**src/rtl/board_access_ctrl.sv**
```systemverilog
// Single owner of the board RAM port: runs the zero-fill sweep, then round-robins game and display accesses.
// Grants drive the RAM combinationally; read data returns one cycle later with a matching rvalid.
module board_access_ctrl #(
  parameter int WIDTH  = 8,
  parameter int HEIGHT = 8,
  parameter int BUS_W  = 4,
  parameter int XW     = 3,
  parameter int YW     = 3,
  parameter int AW     = 6
) (
  input  logic             clk,
  input  logic             reset_n,
  input  logic             clear_req,
  output logic             clear_busy,
  input  logic             g_req,
  input  logic             g_we,
  input  logic [XW-1:0]    g_x,
  input  logic [YW-1:0]    g_y,
  input  logic [BUS_W-1:0] g_wdata,
  output logic             g_gnt,
  output logic             g_rvalid,
  output logic [BUS_W-1:0] g_rdata,
  input  logic             d_req,
  input  logic [XW-1:0]    d_x,
  input  logic [YW-1:0]    d_y,
  output logic             d_gnt,
  output logic             d_rvalid,
  output logic [BUS_W-1:0] d_rdata,
  output logic             oob_err,
  output logic             mem_en,
  output logic             mem_we,
  output logic [AW-1:0]    mem_addr,
  output logic [BUS_W-1:0] mem_wdata,
  input  logic [BUS_W-1:0] mem_rdata
);

  localparam int CELLS = WIDTH * HEIGHT;

  typedef enum logic {CLEAR, SERVE} state_t;

  state_t        state_reg, state_next;
  logic [AW-1:0] clr_cnt_reg, clr_cnt_next;
  logic          rr_ptr_reg, rr_ptr_next;   // 0: game has priority, 1: display
  logic          g_pend_reg, g_pend_next;
  logic          g_oob_reg, g_oob_next;
  logic          d_pend_reg, d_pend_next;
  logic          d_oob_reg, d_oob_next;

  logic          g_oob, d_oob;
  logic [AW-1:0] g_addr, d_addr;

  assign g_oob  = (32'(g_x) >= WIDTH) || (32'(g_y) >= HEIGHT);
  assign d_oob  = (32'(d_x) >= WIDTH) || (32'(d_y) >= HEIGHT);
  assign g_addr = AW'(AW'(g_y) * AW'(WIDTH) + AW'(g_x));
  assign d_addr = AW'(AW'(d_y) * AW'(WIDTH) + AW'(d_x));

  always_comb begin
    state_next   = state_reg;
    clr_cnt_next = clr_cnt_reg;
    rr_ptr_next  = rr_ptr_reg;
    g_pend_next  = 1'b0;
    g_oob_next   = 1'b0;
    d_pend_next  = 1'b0;
    d_oob_next   = 1'b0;
    g_gnt        = 1'b0;
    d_gnt        = 1'b0;
    oob_err      = 1'b0;
    mem_en       = 1'b0;
    mem_we       = 1'b0;
    mem_addr     = '0;
    mem_wdata    = '0;
    case (state_reg)
      CLEAR: begin
        // Held off while reset is asserted so the RAM sees no writes during reset.
        mem_en   = reset_n;
        mem_we   = reset_n;
        mem_addr = clr_cnt_reg;
        if (clr_cnt_reg == AW'(CELLS - 1)) begin
          state_next   = SERVE;
          clr_cnt_next = '0;
        end else begin
          clr_cnt_next = clr_cnt_reg + 1'b1;
        end
      end
      SERVE: begin
        if (clear_req) begin
          state_next   = CLEAR;
          clr_cnt_next = '0;
        end else if (g_req && (!d_req || !rr_ptr_reg)) begin
          g_gnt       = 1'b1;
          rr_ptr_next = 1'b1;
          oob_err     = g_oob;
          mem_en      = !g_oob;
          mem_we      = g_we && !g_oob;
          mem_addr    = g_oob ? '0 : g_addr;
          mem_wdata   = (g_we && !g_oob) ? g_wdata : '0;
          g_pend_next = !g_we;
          g_oob_next  = g_oob;
        end else if (d_req) begin
          d_gnt       = 1'b1;
          rr_ptr_next = 1'b0;
          oob_err     = d_oob;
          mem_en      = !d_oob;
          mem_addr    = d_oob ? '0 : d_addr;
          d_pend_next = 1'b1;
          d_oob_next  = d_oob;
        end
      end
      default: state_next = CLEAR;
    endcase
  end

  always_ff @(posedge clk or negedge reset_n) begin
    if (!reset_n) begin
      state_reg   <= CLEAR;
      clr_cnt_reg <= '0;
      rr_ptr_reg  <= 1'b0;
      g_pend_reg  <= 1'b0;
      g_oob_reg   <= 1'b0;
      d_pend_reg  <= 1'b0;
      d_oob_reg   <= 1'b0;
    end else begin
      state_reg   <= state_next;
      clr_cnt_reg <= clr_cnt_next;
      rr_ptr_reg  <= rr_ptr_next;
      g_pend_reg  <= g_pend_next;
      g_oob_reg   <= g_oob_next;
      d_pend_reg  <= d_pend_next;
      d_oob_reg   <= d_oob_next;
    end
  end

  // An out-of-range read still completes, but with zero data instead of stale RAM output.
  assign clear_busy = (state_reg == CLEAR);
  assign g_rvalid   = g_pend_reg;
  assign g_rdata    = (g_pend_reg && !g_oob_reg) ? mem_rdata : '0;
  assign d_rvalid   = d_pend_reg;
  assign d_rdata    = (d_pend_reg && !d_oob_reg) ? mem_rdata : '0;

endmodule

```
**config.mk**
```make
export PLATFORM = sky130hd
export DESIGN_NAME = board_access_ctrl
export DESIGN_NICKNAME = d
export VERILOG_FILES = /design/src/rtl/board_access_ctrl.sv
export SDC_FILE = /design/constraint.sdc
export NUM_CORES = 1
export LEC_CHECK = 0
export CAP_MARGIN = 20
export CORE_MARGIN = 4
export CORE_UTILIZATION = 32
export CTS_BUF_LIST = sky130_fd_sc_hd__clkbuf_2 sky130_fd_sc_hd__clkbuf_4 sky130_fd_sc_hd__clkbuf_8
export CTS_CLUSTER_DIAMETER = 30
export DETAILED_ROUTE_END_ITERATION = 10
export PLACE_DENSITY = 0.78
export SLEW_MARGIN = 20
export SYNTH_ARGS = -nofsm -noshare
export SYNTH_HDL_FRONTEND = slang
export SYNTH_SLANG_ARGS = --single-unit
```
**constraint.sdc**
```tcl
create_clock -name clk -period 1.4 [get_ports clk]
set_clock_uncertainty 0.1 [all_clocks]
set_input_delay 0.14 -clock clk [delete_from_list [all_inputs] [get_ports clk]]
set_output_delay 0.14 -clock clk [all_outputs]
set_load 0.01 [all_outputs]
```
=== Word-level counts from Yosys, hierarchy flattened ===
Index checks and enable logic that the tools add are counted.

* Register bits after elaboration: 10
* Input port bits: 26
* Output and inout port bits: 26
* Word-level logic and storage cells: 53

* Equality and inequality tests: 2
* Add/sub/neg operators: 3
* Bitwise operators: 2
* Reduce and logical (&&, ||, !) cells: 7
* Muxes and demuxes: 34

{| class="wikitable"
|+ Operators by type and width
! kind !! count
|-
| $mux 6 || 5
|-
| $mux 4 || 6
|-
| $pmux 6 s2 || 2
|-
| $mux 1 || 18
|-
| $add 6x3->6 || 2
|-
| $add 6x1->6 const B || 1
|-
| $eq 6x6->1 const B || 1
|-
| $pmux 1 s2 || 3
|-
| $logic_not 1->1 || 3
|-
| $reduce_and 3->1 || 1
|-
| $ne 2x2->1 const B || 1
|-
| $not 1->1 || 2
|-
| $reduce_bool 2->1 || 1
|-
| $logic_and 1x1->1 || 1
|-
| $logic_or 1x1->1 || 1
|}

=== Logic depth before layout (Yosys ltp) ===
* Depth in word-level cells: 6
* Mapped depth: 5
* Depth with buffers taken out: 4

=== Worst setup path before layout ===
OpenSTA, ideal clock, no wires.

* Kind: register to output
* From: register state_reg
* To: output mem_addr[0]
* Path slack: -0.140 ns
* Data required time: 1.160 ns
* Cell stages (with the launch flop): 6
* Path buffers: 2
* Arrival: 1.300 ns
* Path through: dfrtp_1 -> nor2b_4 -> buf_6 -> and3_4 -> buf_6 -> a221o_1

* Word-level cells in the longest chain between the ends: 2

{| class="wikitable"
|+ Ends and longest elaborated chain
! item !! RTL line !! text
|-
| start: declaration || 41 || <nowiki>state_t state_reg, state_next;</nowiki>
|-
| start signal: assignment || 123 || <nowiki>state_reg <= state_next;</nowiki>
|-
| $not 1->1 || n/a ||
|-
| $pmux 6 s2 * || 72 || <nowiki>case (state_reg)</nowiki>
|-
| end: declaration || 32 || <nowiki>output logic [AW-1:0] mem_addr,</nowiki>
|}

Mark *: on every way between the ends. The rest lies on a longest branch, timed or not.

=== Final worst setup path ===
* From: register rr_ptr_reg
* To: output mem_addr[0]

* Word-level cells in the longest chain between the ends: 6

{| class="wikitable"
|+ Ends and longest elaborated chain
! item !! RTL line !! text
|-
| start: declaration || 43 || <nowiki>logic rr_ptr_reg, rr_ptr_next;</nowiki>
|-
| start signal: assignment || 125 || <nowiki>rr_ptr_reg <= rr_ptr_next;</nowiki>
|-
| $logic_not 1->1 || 89 || <nowiki>end else if (g_req && (!d_req || !rr_ptr_reg)) begin</nowiki>
|-
| $logic_or 1x1->1 || 89 ||
|-
| $logic_and 1x1->1 || 89 ||
|-
| $mux 6 || 89 ||
|-
| $mux 6 || 86 || <nowiki>if (clear_req) begin</nowiki>
|-
| $pmux 6 s2 || 72 ||
|}

No other way between the ends.

==> impl_metrics.tcl <==
set metrics [dict create \
    syn_area_per_cell_um2 9.50 \
    dp_worst_setup_slack_ps -705 \
    io_pins 52 \
    synth_top_family_by_area "simple AND/OR/NAND/NOR gates" \
    crit_chain "or2b_1 > and3_4 > a221o_1 > buf_2" \
    syn_nets 103 \
    start_util 0.354 \
    fillCellCount 152 \
    violations "negative setup slack" \
    grt-ovfl-total 0 \
    yosys_register_bits 10 \
    vias 930 \
    clock-sinks 10 \
    path_max_fanout 8 \
    drc 0 \
    place_hpwl_um 2020 \
    rr_worst_depth 5 \
    synth.area.mux_share 0 \
    ys_types 30 \
    yosys.area_share.xor_xnor 0.0243 \
    p_per_area_nw_per_um2 1350 \
    rsz0062_at_grt "true" \
    grt_max_degree 15 \
    synthFlopType "dfrtp_1" \
    crit_arrival_ps 1570 \
    grt_first_pass_wirelength_um 4320 \
    reg2reg_slack_ps -20 \
    cp_slowest_stage_delay_ps 400 \
    fp.coreArea_um2 2040 \
    synth_area_leaders "dfrtp_1, a221o_1, and2_1" \
    r2r_end "clr_cnt_reg[3]" \
    placed_cells 168 \
    drive_above_1_share 0.429 \
    netlist_area_um2 722 \
    fin_util 0.763 \
    synth.largest_area_cell "dfrtp_1" \
    crit_type "register to primary output" \
    cts_tree "done" \
    hold_path_class "input pin to asynchronous set/reset pin" \
    yosysSeqAreaShare 0.347 \
    wire_per_inst_um 15.2 \
    grt_pass1_vias 928 \
    yosys.area_share.simple 0.307 \
    die_area_um2 3080 \
    synth-edff-count 0 \
    syn_to_final_growth_pct 116 \
    avgViaCountPerCell 4.95 \
    rr_startpoint "state_reg" \
    portBuffers 50 \
    synth_adder_area_share 0.0173 \
    crit_required_ps 1160 \
    status "complete, but fails checks" \
    numCtsBuffers 3 \
    path_clk_slew_ps 80 \
    ys.warnings.count 0 \
    setup_tns_ps -4340 \
    finalCritPeriodShare 1.29 \
    multiInputGateArea_um2 489 \
    row_count 16 \
    fin_crit_ps 1810 \
    nets 189 \
    gp_congestion 0.817 \
    htreeDepth 1 \
    die_h_um 55.5 \
    p_leak_nw 0.789 \
    die_width_um 55.5 \
    async_flop_share 1.00 \
    cts_buffer_depth 2 \
    critPathSlowestCell "dfrtp_1" \
    syn_inst 76 \
    finalHoldViolCount 0 \
    setup_viol 18 \
    diodes 0 \
    antenna_found_initial 0 \
    final-seq-area_um2 250 \
    cp-start-kind "register" \
    largest_register_ffs 6 \
    fmax_mhz 554 \
    setup_slack_ps -406 \
    synth_top_area_share 0.347 \
    synth_compound_area_frac 0.220 \
    drt_iter0_markers 25 \
    clk_latency_ps 280 \
    fin_cells 188 \
    maxCapViolations 0 \
    ir_drop_mv 1.04 \
    endpoint_kind "primary output" \
    postRouteAntennaNets 0 \
    grt_usage 0.177 \
    dr.pass1.iters 4 \
    routed_wl_um 2860 \
    final_max_slew_viol_count 0 \
    ctsHoldBuffers 0 \
    root_buffer "clkbuf_4" \
]
==> worst max-delay path by stage <==
stage	from	end	slack, ps	depth (start not counted)
floorplan	state_reg	mem_addr[0]	-80	5
global placement	g_req	mem_addr[4]	-660	5
CTS	rr_ptr_reg	mem_addr[0]	-410	6
global route	state_reg	mem_addr[3]	-450	5
detailed placement	g_req	mem_addr[0]	-710	5
finish	rr_ptr_reg	mem_addr[0]	-410	4
==> layout by cell type (no fill, tap or decap), types with 2 or more instances in the layout <==
cell type	count
and2_1	8
o21ai_1	3
buf_6	13
a22o_1	2
clkbuf_4	3
and3_4	5
a221o_1	6
buf_4	25
buf_2	11
and3_1	3
dfrtp_1	10
nand2_1	5
and2b_1	4
nor2b_1	3
clkdlybuf4s50_1	25
dlygate4sd2_1	10
==> cell usage after synthesis, drive strengths merged, types with 2 or more instances <==
cell type  count
and3           7
nor2b          4
dfrtp         10
o21ai          5
buf            4
and2b          4
inv            2
nand2          6
a22o           2
a21oi          2
xnor2          2
a221o          6
and2           8
==> power breakdown <==
group          internal [mW]  switching (mW)
clock                  0.158           0.122
combinational          0.826           0.556
sequential             0.391          0.0562
total                   1.38           0.734
==> routing by layer <==
layer | GRT usage | share of wire
met1 | 0.178 | 0.37
met2 | 0.340 | 0.55
met3 | 0.0466 | 0.061
met4 | 0.0660 | 0.026
met5 | 0 | 0
==> area by class of cell <==
type,instances,area share
Timing Repair Buffer,85,0.476
Multi-Input combinational cell,60,0.314
Sequential cell,10,0.161
Clock buffer,4,0.0233
Tap cell,27,0.0217
Inverter,2,0.00482
==> stage by stage <==
| stage | power, mW | cell area (um^2) | hold WS, ps |
|---|---|---|---|
| after global placement | 1.56 | 1360 | 448 |
| final | 2.11 | 1560 | 157 |
| after CTS | 1.94 | 1440 | 148 |
| after floorplan | 0.968 | 724 | -256 |
| after detailed placement | 1.61 | 1360 | 448 |
| after global routing | 2.25 | 1560 | 175 |
==> timing repair <==
item	4_1_cts	5_1_grt
buffers inserted	6	10
endpoints found under the setup margin	30	21
gates resized for setup	75	30
gates cloned	1	0
pin swaps	7	6
==> cells by family after synthesis <==
logic type	Yosys count
simple gates	34
fa+ha+maj	1
xor+xnor	2
other cells	1
flops	10
buf+inv	7
compound gates	21
==> critical path: cells and delay by family (launching register included) <==
| family | cells | cell delay, ps |
|---|---|---|
| flip-flops | 1 | 400 |
| AO/OA/AOI/OAI | 1 | 330 |
| AND/OR/NAND/NOR | 2 | 420 |
| buffers and inverters | 1 | 150 |
(Power assumes the default switching activity.)
